**config.mk**
```make
export PLATFORM = sky130hd
export DESIGN_NAME = dscrptr_req_sched
export DESIGN_NICKNAME = d
export VERILOG_FILES = /design/src/rtl/dscrptr_req_sched_pkg.sv /design/src/rtl/dscrptr_req_sched_rr_pick.sv /design/src/rtl/dscrptr_req_sched.sv
export SDC_FILE = /design/constraint.sdc
export NUM_CORES = 1
export LEC_CHECK = 0
export CORE_MARGIN = 2
export CORE_UTILIZATION = 43
export CTS_BUF_LIST = sky130_fd_sc_hd__clkbuf_8
export DETAILED_ROUTE_END_ITERATION = 12
export PLACE_DENSITY = 0.86
export SLEW_MARGIN = 20
export SYNTH_ARGS = -nofsm -noshare
export SYNTH_HDL_FRONTEND = slang
export SYNTH_HIERARCHICAL = 1
export SYNTH_SLANG_ARGS = --single-unit
```
**constraint.sdc**
```tcl
create_clock -name clock -period 6.5 [get_ports clock]
set_input_delay 1.3 -clock clock [delete_from_list [all_inputs] [get_ports clock]]
set_output_delay 1.3 -clock clock [all_outputs]
set_load 0.005 [all_outputs]
```
**src/rtl/dscrptr_req_sched_pkg.sv**
```systemverilog
// Shared types and helpers for the descriptor request scheduler.
package dscrptr_req_sched_pkg;

    typedef enum logic [1:0] {
        IDLE      = 2'd0,
        RD_WAIT   = 2'd1,
        REQ       = 2'd2,
        WAIT_DONE = 2'd3
    } schedStateT;

    function automatic int clog2(input int value);
        int w;
        w = 0;
        for (int i = 0; i < 31; i++) begin
            if ((1 << i) < value) begin
                w = i + 1;
            end
        end
        return w;
    endfunction

endpackage

```
**src/rtl/dscrptr_req_sched_rr_pick.sv**
```systemverilog
// Round-robin picker: first eligible descriptor after rrPtr, rrPtr itself last.
module dscrptr_rr_pick
    import dscrptr_req_sched_pkg::*;
#(
    parameter int NUM_OF_BDS       = 4,
    parameter int NUM_OF_BDS_WIDTH = 2
) (
    input  logic [NUM_OF_BDS-1:0]       elig,
    input  logic [NUM_OF_BDS_WIDTH-1:0] rrPtr,
    output logic [NUM_OF_BDS_WIDTH-1:0] pickNum,
    output logic                        pickVld
);

    logic [NUM_OF_BDS-1:0]       rotElig;
    logic [NUM_OF_BDS_WIDTH-1:0] rotIdx;

    // Bit gi of rotElig is the descriptor gi+1 positions after rrPtr.
    generate
        for (genvar gi = 0; gi < NUM_OF_BDS; gi++) begin : gRot
            localparam logic [NUM_OF_BDS_WIDTH-1:0] OFFSET = NUM_OF_BDS_WIDTH'(gi + 1);
            assign rotElig[gi] = elig[rrPtr + OFFSET];
        end
    endgenerate

    always_comb begin
        rotIdx = '0;
        for (int i = NUM_OF_BDS - 1; i >= 0; i--) begin
            if (rotElig[i]) begin
                rotIdx = NUM_OF_BDS_WIDTH'(i);
            end
        end
    end

    assign pickNum = rrPtr + NUM_OF_BDS_WIDTH'(1) + rotIdx;
    assign pickVld = |elig;

endmodule

```
**src/rtl/dscrptr_req_sched.sv**
```systemverilog
// Picks the next eligible cached descriptor, reads it and hands it to DMATranCtrl.
module dscrptr_req_sched
    import dscrptr_req_sched_pkg::*;
#(
    parameter int NUM_OF_BDS        = 4,
    parameter int NUM_OF_BDS_WIDTH  = 2,
    parameter int DSCRPTR_OUT_WIDTH = 166,
    parameter int RD_LAT            = 2
) (
    input  logic                         clock,
    input  logic                         reset,
    input  logic [NUM_OF_BDS-1:0]        dscrptrValid,
    input  logic [NUM_OF_BDS-1:0]        extDscrptr,
    input  logic                         haltReq,
    output logic [NUM_OF_BDS_WIDTH-1:0]  dscrptrRdAddr,
    output logic                         rdEn_intext,
    input  logic [DSCRPTR_OUT_WIDTH-1:0] dscrptrDataOut,
    output logic                         reqValid,
    input  logic                         reqReady,
    output logic [NUM_OF_BDS_WIDTH-1:0]  reqDscrptrNum,
    output logic [DSCRPTR_OUT_WIDTH-1:0] reqData,
    input  logic                         tranDone,
    output logic                         busy
);

    localparam int CNT_W = (clog2(RD_LAT) < 1) ? 1 : clog2(RD_LAT);
    localparam logic [CNT_W-1:0] CNT_LOAD = CNT_W'(RD_LAT - 1);

    schedStateT                   stateReg, stateNext;
    logic [CNT_W-1:0]             cntReg, cntNext;
    logic [NUM_OF_BDS_WIDTH-1:0]  rrPtrReg, rrPtrNext;
    logic [NUM_OF_BDS_WIDTH-1:0]  rdAddrReg, rdAddrNext;
    logic                         rdEnReg, rdEnNext;
    logic                         reqValidReg, reqValidNext;
    logic [NUM_OF_BDS_WIDTH-1:0]  reqNumReg, reqNumNext;
    logic [DSCRPTR_OUT_WIDTH-1:0] reqDataReg, reqDataNext;
    logic [NUM_OF_BDS_WIDTH-1:0]  pickNum;
    logic                         pickVld;

    dscrptr_rr_pick #(
        .NUM_OF_BDS       (NUM_OF_BDS),
        .NUM_OF_BDS_WIDTH (NUM_OF_BDS_WIDTH)
    ) uPick (
        .elig    (dscrptrValid | extDscrptr),
        .rrPtr   (rrPtrReg),
        .pickNum (pickNum),
        .pickVld (pickVld)
    );

    always_ff @(posedge clock or posedge reset) begin
        if (reset) begin
            stateReg    <= IDLE;
            cntReg      <= '0;
            rrPtrReg    <= NUM_OF_BDS_WIDTH'(NUM_OF_BDS - 1);
            rdAddrReg   <= '0;
            rdEnReg     <= 1'b0;
            reqValidReg <= 1'b0;
            reqNumReg   <= '0;
            reqDataReg  <= '0;
        end else begin
            stateReg    <= stateNext;
            cntReg      <= cntNext;
            rrPtrReg    <= rrPtrNext;
            rdAddrReg   <= rdAddrNext;
            rdEnReg     <= rdEnNext;
            reqValidReg <= reqValidNext;
            reqNumReg   <= reqNumNext;
            reqDataReg  <= reqDataNext;
        end
    end

    always_comb begin
        stateNext    = stateReg;
        cntNext      = cntReg;
        rrPtrNext    = rrPtrReg;
        rdAddrNext   = rdAddrReg;
        rdEnNext     = 1'b0;
        reqValidNext = reqValidReg;
        reqNumNext   = reqNumReg;
        reqDataNext  = reqDataReg;
        case (stateReg)
            IDLE: begin
                if (!haltReq && pickVld) begin
                    rdAddrNext = pickNum;
                    reqNumNext = pickNum;
                    rdEnNext   = 1'b1;
                    cntNext    = CNT_LOAD;
                    stateNext  = RD_WAIT;
                end
            end
            RD_WAIT: begin
                // The pick is committed here; eligibility changes no longer matter.
                if (cntReg == '0) begin
                    reqDataNext  = dscrptrDataOut;
                    reqValidNext = 1'b1;
                    stateNext    = REQ;
                end else begin
                    cntNext = cntReg - CNT_W'(1);
                end
            end
            REQ: begin
                if (reqValidReg && reqReady) begin
                    reqValidNext = 1'b0;
                    rrPtrNext    = reqNumReg;
                    stateNext    = WAIT_DONE;
                end
            end
            WAIT_DONE: begin
                if (tranDone) begin
                    stateNext = IDLE;
                end
            end
            default: stateNext = IDLE;
        endcase
    end

    assign dscrptrRdAddr = rdAddrReg;
    assign rdEn_intext   = rdEnReg;
    assign reqValid      = reqValidReg;
    assign reqDscrptrNum = reqNumReg;
    assign reqData       = reqDataReg;
    assign busy          = (stateReg != IDLE);

endmodule
```
==> flow_summary.ini, run 1 <==
[status]
status = finished clean

[synthesis]
ys_seq_area_share_pct = 58.4
ys_ff_latch = 175
netlist_area_um2 = 7500
synth_cell_types = 38
synth_nets = 608
synthAdderAreaFrac_pct = 1.00
avgSynthCellArea_um2 = 17.7
synth-xor-area-share_pct = 0.350
synth_top_family_by_area = multiplexers
netlist_instances = 423
synth_compound_area_share_pct = 1.60
muxShareOfSynthArea_pct = 32.9
synth_warnings = 6
yosys.area_share.simple_pct = 1.98

[clock_tree]
clock_sinks = 175
cts_resized = 0
clkTransAtPathRegs_ns = 0.09
clockBufferDepth = 2
cts_setup_buffers = 0
cts_buffers = 17
clk_latency_ns = 0.46
cts_tree = yes
cts_hold_buf = 0
cts_root_buffer = clkbuf_8
ctsHtreeMaxLevel = 4

[floorplan]
die_w_um = 136
dieArea_um2 = 18500
io_pins = 352
initial_core_util_pct = 43.7
std_cell_rows = 48
core_area_um2 = 17200
fp.dieH_um = 136

[critical_path]
cp_max_fo = 4
arrival_ns = 3.60
required_ns = 6.85
worstSetupPathType = input pin to flip-flop
cp-start-kind = input pin
cp-end-kind = flip-flop

[final_layout]
finish.instance_area_um2 = 11500
diodes = 0
nets = 960
area_delta_synth_final_pct = 53.0
n_fill_cell = 1197
stdcell_count = 1012
drive_gt1_share_pct = 27.7

[pwr]
pwr-share-seq_pct = 35.8
swShare_pct = 28.7
pwr_density_cell_nw_per_um2 = 491
power_frac_clock_pct = 13.4
p_leak_nw = 4.95
internal_power_mw = 4.02
p_sw_mw = 1.62
ir_drop_v = 0.000329
combPwrFrac_pct = 50.7
p_total_mw = 5.64

[drt]
drcViolationCount = 0
viasPerCell = 4.84
wl_per_cell_um = 19.6
wl_mm = 19.8
vias = 4894
first_iter_violations = 215
drtPass1Iterations = 4
final_antenna_net_count = 0

[grt]
grt_pass1_vias = 5452
grt_antenna_before_repair = 0
grt_overflow_total = 0
grt.total_usage_pct = 21.5
grt_first_pass_wirelength_mm = 30.2
grt_max_degree = 95

[sta]
rsz0062_at_grt = false
fin_setup_tns_ns = 0
hold_violations = 0
period_share_pct = 50.1
drv_slew = 0
fin_crit_ns = 3.26
clock_skew_ns = 0.0173
setup_viol = 0
slew_headroom_pct = 32.0
fmax_ghz = 0.307
tightest_slew_ns = 1.02
worst_slack_ns = 3.24

[placed_design]
post-place-ws_ns = 2.84
numPortBuffers = 351
dp_cells = 981
placed_cell_area_um2 = 11100
dpl.hpwl_mm = 14.6
gp_congestion = 0.793

[hold_path]
hp-class = flip-flop to flip-flop

[job]
cap_violations = 0
-- worst max-delay path: stages --
cell and delay [ns]:
clkdlybuf4s50_1 0.41, or2_2 0.32, inv_1 0.17, a2bb2oi_1 0.25, o211ai_1 0.15, o21a_1 0.14
ha_1 0.19, xnor2_1 0.16, xnor2_1 0.16, xnor2_1 0.08, mux2_2 0.26
-- sequential cells by signal, indices dropped and copies added, names as in the netlist --
signal	count
reqData	166
stateReg	2
reqValid	1
reqDscrptrNum	2
rrPtrReg	2
cntReg	1
rdEn_intext	1
-- per-stage QoR --
step / hold slack [ns] / util (%)
2_1_floorplan: 0.505 / -
3_3_place_gp: 0.491 / 64.6
3_5_place_dp: 0.490 / 64.6
4_1_cts: 0.518 / 66.8
5_1_grt: 0.529 / 66.8
6_report: 0.515 / 66.8
-- cell usage in the layout (no fill, tap or decap), types with 4 or more instances in the layout --
cell type and n:
clkdlybuf4s50_1 351, clkbuf_8 17, or2_2 4, inv_1 6, inv_6 6, dfrtp_1 173, ha_1 6, mux2_4 141
mux2_2 30
-- cell type report --
type	count	area, um^2	share of cell area (%)
clock buffer	17	234	2.04
clock inverter	14	155	1.35
inverter	6	27.5	0.240
multi-input combinational	220	2840	24.8
sequential	175	4380	38.2
tap	225	282	2.45
timing repair buffer	355	3560	31.0
-- synthesized netlist by cell type --
cell / number / area share, %
ha_1: 6 / 1.0
a22o_1: 1 / 0.12
or4_1: 1 / 0.10
a2111oi_2: 1 / 0.20
and2b_1: 1 / 0.10
mux2_1: 1 / 0.15
or2_2: 4 / 0.33
nor2b_1: 4 / 0.33
buf_2: 2 / 0.13
o22ai_1: 1 / 0.083
nor2_1: 2 / 0.10
o21ai_0: 2 / 0.13
nor4_1: 1 / 0.083
nor3_1: 1 / 0.067
o21ba_2: 1 / 0.13
nand3_2: 1 / 0.13
o311ai_2: 1 / 0.22
nand3_1: 2 / 0.13
and2_1: 1 / 0.083
o211ai_1: 1 / 0.10
buf_4: 2 / 0.20
o21a_1: 1 / 0.10
mux2_4: 141 / 28
and3b_1: 1 / 0.12
a21oi_1: 2 / 0.13
inv_1: 6 / 0.30
o211ai_2: 1 / 0.17
a21boi_0: 1 / 0.10
xnor2_1: 3 / 0.35
dfstp_2: 2 / 0.70
nand2b_1: 3 / 0.25
buf_6: 6 / 0.90
buf_8: 11 / 2.2
dfrtp_1: 173 / 58
clkbuf_1: 1 / 0.050
a2bb2oi_1: 1 / 0.12
nand2_1: 3 / 0.15
mux2_2: 30 / 4.5
-- cell families (layout without fill, tap and decap cells) --
| family | count (synthesis) | in the layout |
|---|---|---|
| flops | 175 | 175 |
| xor+xnor | 3 | 3 |
| mux | 172 | 172 |
| compound gates | 14 | 14 |
| buf+inv | 28 | 392 |
| fa+ha+maj | 6 | 6 |
| simple gates | 25 | 25 |
-- path summary, 6_finish.rpt --
path	start	slack, ns	cells after the start	end
min reg2reg	reqData[51]	0.51	1	reqData[51]
max reg2reg	stateReg[1]	3.48	5	reqData[107]
max	dscrptrValid[3]	3.24	11	reqDscrptrNum[1]
min	reqData[51]	0.51	1	reqData[51]
max in group asynchronous	reset	3.86	3	reqData[41]
min in group asynchronous	reset	1.38	2	reqData[81]
-- routing by layer --
metal	routed length (um)	global-route usage (%)
met2	10300	37.3
met4	614	8.28
met1	7340	24.4
met3	1560	7.31
met5	0	0
-- power groups by stage --
stage          registers, mW  clock network [mW]  logic (mW)
2_1_floorplan           2.02                   0        1.45
3_3_place_gp            1.99                   0        2.80
3_5_place_dp            2.03                   0        2.87
4_1_cts                 2.02               0.783        2.89
5_1_grt                 2.09               0.836        3.02
6_report                2.02               0.759        2.86
Note: power is estimated with default switching activity, not from simulation.
==> run 2: changes to the inputs <==
--- a/config.mk
+++ b/config.mk
@@ -6,10 +6,10 @@
 export NUM_CORES = 1
 export LEC_CHECK = 0
 export CORE_MARGIN = 2
-export CORE_UTILIZATION = 43
+export CORE_UTILIZATION = 38
 export CTS_BUF_LIST = sky130_fd_sc_hd__clkbuf_8
 export DETAILED_ROUTE_END_ITERATION = 12
-export PLACE_DENSITY = 0.86
+export PLACE_DENSITY = 0.81
 export SLEW_MARGIN = 20
 export SYNTH_ARGS = -nofsm -noshare
 export SYNTH_HDL_FRONTEND = slang
==> constraint.sdc (replaced) <==
create_clock -name clock -period 2.7 [get_ports clock]
set_input_delay 0.54 -clock clock [delete_from_list [all_inputs] [get_ports clock]]
set_output_delay 0.54 -clock clock [all_outputs]
set_load 0.005 [all_outputs]
==> flow_summary.ini, run 2 (synthesis results as in run 1) <==
[status]
status = finished clean

[floorplan]
std_cell_rows = 51
io_pins = 352
die_w_um = 145
fp.dieH_um = 145
core_area_um2 = 19400
dieArea_um2 = 20900
initial_core_util_pct = 38.7

[drt]
highest_layer = met4
drcViolationCount = 0
drtPass1Iterations = 4
wl_mm = 18.8
wirelength_met1_mm = 7.26
vias = 4830
final_antenna_net_count = 0
met2_length_mm = 9.67
viasPerCell = 4.55
first_iter_violations = 151
wl_per_cell_um = 17.7
dr_wl_met3_mm = 1.61

[grt]
grt_antenna_before_repair = 0
grt_max_degree = 71
grt.total_usage_pct = 17.4
grt_overflow_total = 0
grt_first_pass_wirelength_mm = 28.0
grt_pass1_vias = 5244

[placed_design]
dpl.hpwl_mm = 13.9
dp_cells = 1030
numPortBuffers = 351
gp_congestion = 0.714

[critical_path]
worstSetupPathType = flip-flop to output pin
r2r_slack_ns = 0.68
slowest_stage = clkdlybuf4s50_1
arrival_ns = 1.82
slowest_delay_ns = 0.51
crit_buf_inv = 3
critical_path.top_delay_family = buffers and inverters
path_cells = inv_1 > ha_1 > inv_1 > clkdlybuf4s50_1
cp-start-kind = flip-flop
required_ns = 2.16
cp-end-kind = output pin
critPathMostFrequentCell = inv_1
cp_max_fo = 5

[final_layout]
drive_gt1_share_pct = 28.5
seq_area_um2 = 4380
diodes = 0
n_fill_cell = 1533
stdcell_count = 1062
nets = 969
final_common_cell = clkdlybuf4s50_1
largest_reg_flops = 166
multi_input_area_um2 = 2840
area_delta_synth_final_pct = 55.1
mostFrequentLayoutCells = clkdlybuf4s50_1 (351), dfrtp_1 (173), mux2_4 (141), mux2_2 (30), clkbuf_8 (17)

[clock_tree]
cts_tree = yes
cts_root_buffer = clkbuf_8
ctsHtreeMaxLevel = 4
clkTransAtPathRegs_ns = 0.10
cts_buffers = 17
cts_hold_buf = 0
clk_latency_ns = 0.44
clock_sinks = 175
cts_resized = 0
clockBufferDepth = 2
cts_setup_buffers = 0

[sta]
fin_crit_ns = 2.36
whs_ns = 0.427
tightest_slew_ns = 0.581
drv_slew = 0
clock_skew_ns = 0.0162
slew_headroom_pct = 61.2
fin_setup_tns_ns = 0
period_share_pct = 87.3
rsz0062_at_grt = false
setup_viol = 0
hold_violations = 0
fmax_ghz = 0.424

[job]
cap_violations = 0

[hold_path]
hp-class = input pin to asynchronous set/reset pin

[pwr]
p_leak_nw = 5.01
ir_drop_v = 0.000625
pwr_density_cell_nw_per_um2 = 1160
## run 2: final cells by class
class / count / share of cell area [%]
clock inverters: 15 / 1.34
flip-flops and latches: 175 / 37.7
inverters: 6 / 0.226
repair buffers: 364 / 31.5
multi-input cells: 220 / 24.4
well taps: 265 / 2.85
clock buffers: 17 / 2.01
## run 2: worst register-to-register path: stages (launching register included)
cell and delay [ns]:
dfstp_2 0.61, nand2b_1 0.15, a2bb2oi_1 0.07, o211ai_1 0.15, o21a_1 0.14, ha_1 0.15
xnor2_1 0.13, xnor2_1 0.15, xnor2_1 0.08, mux2_2 0.27
## run 2: routing by layer
metal | up-vias | GRT usage [%]
li1 | 2192 | -
met1 | 2423 | 20.4
met2 | 197 | 30.2
met3 | 18 | 6.82
met4 | 0 | 4.19
met5 | - | 0
## run 2: power breakdown
| part | total [mW] | internal, mW | switching (mW) |
|---|---|---|---|
| clock | 1.82 | 0.769 | 1.05 |
| sequential | 4.81 | 4.00 | 0.812 |
| combinational | 6.84 | 4.86 | 1.98 |
## run 2: path summary, 6_finish.rpt
kind	start	to	cells past startpoint
min reg2reg	reqData[57]	reqData[57]	1
max	stateReg[1]	busy	4
max reg2reg	rrPtrReg[1]	reqDscrptrNum[1]	9
max in group asynchronous	reset	reqData[164]	3
min in group clock	reqData[57]	reqData[57]	1
min	reset	reqData[116]	2
## run 2: per-stage QoR
step / power [mW] / utilization [%] / worst slack, ns / area (um^2)
2_1_floorplan: 8.36 / - / -0.0770 / 7510
3_3_place_gp: 11.6 / 58.0 / -0.0188 / 11200
3_5_place_dp: 11.7 / 58.0 / -0.0918 / 11200
4_1_cts: 13.6 / 60.0 / 0.293 / 11600
5_1_grt: 14.3 / 60.0 / 0.219 / 11600
6_report: 13.5 / 60.0 / 0.342 / 11600
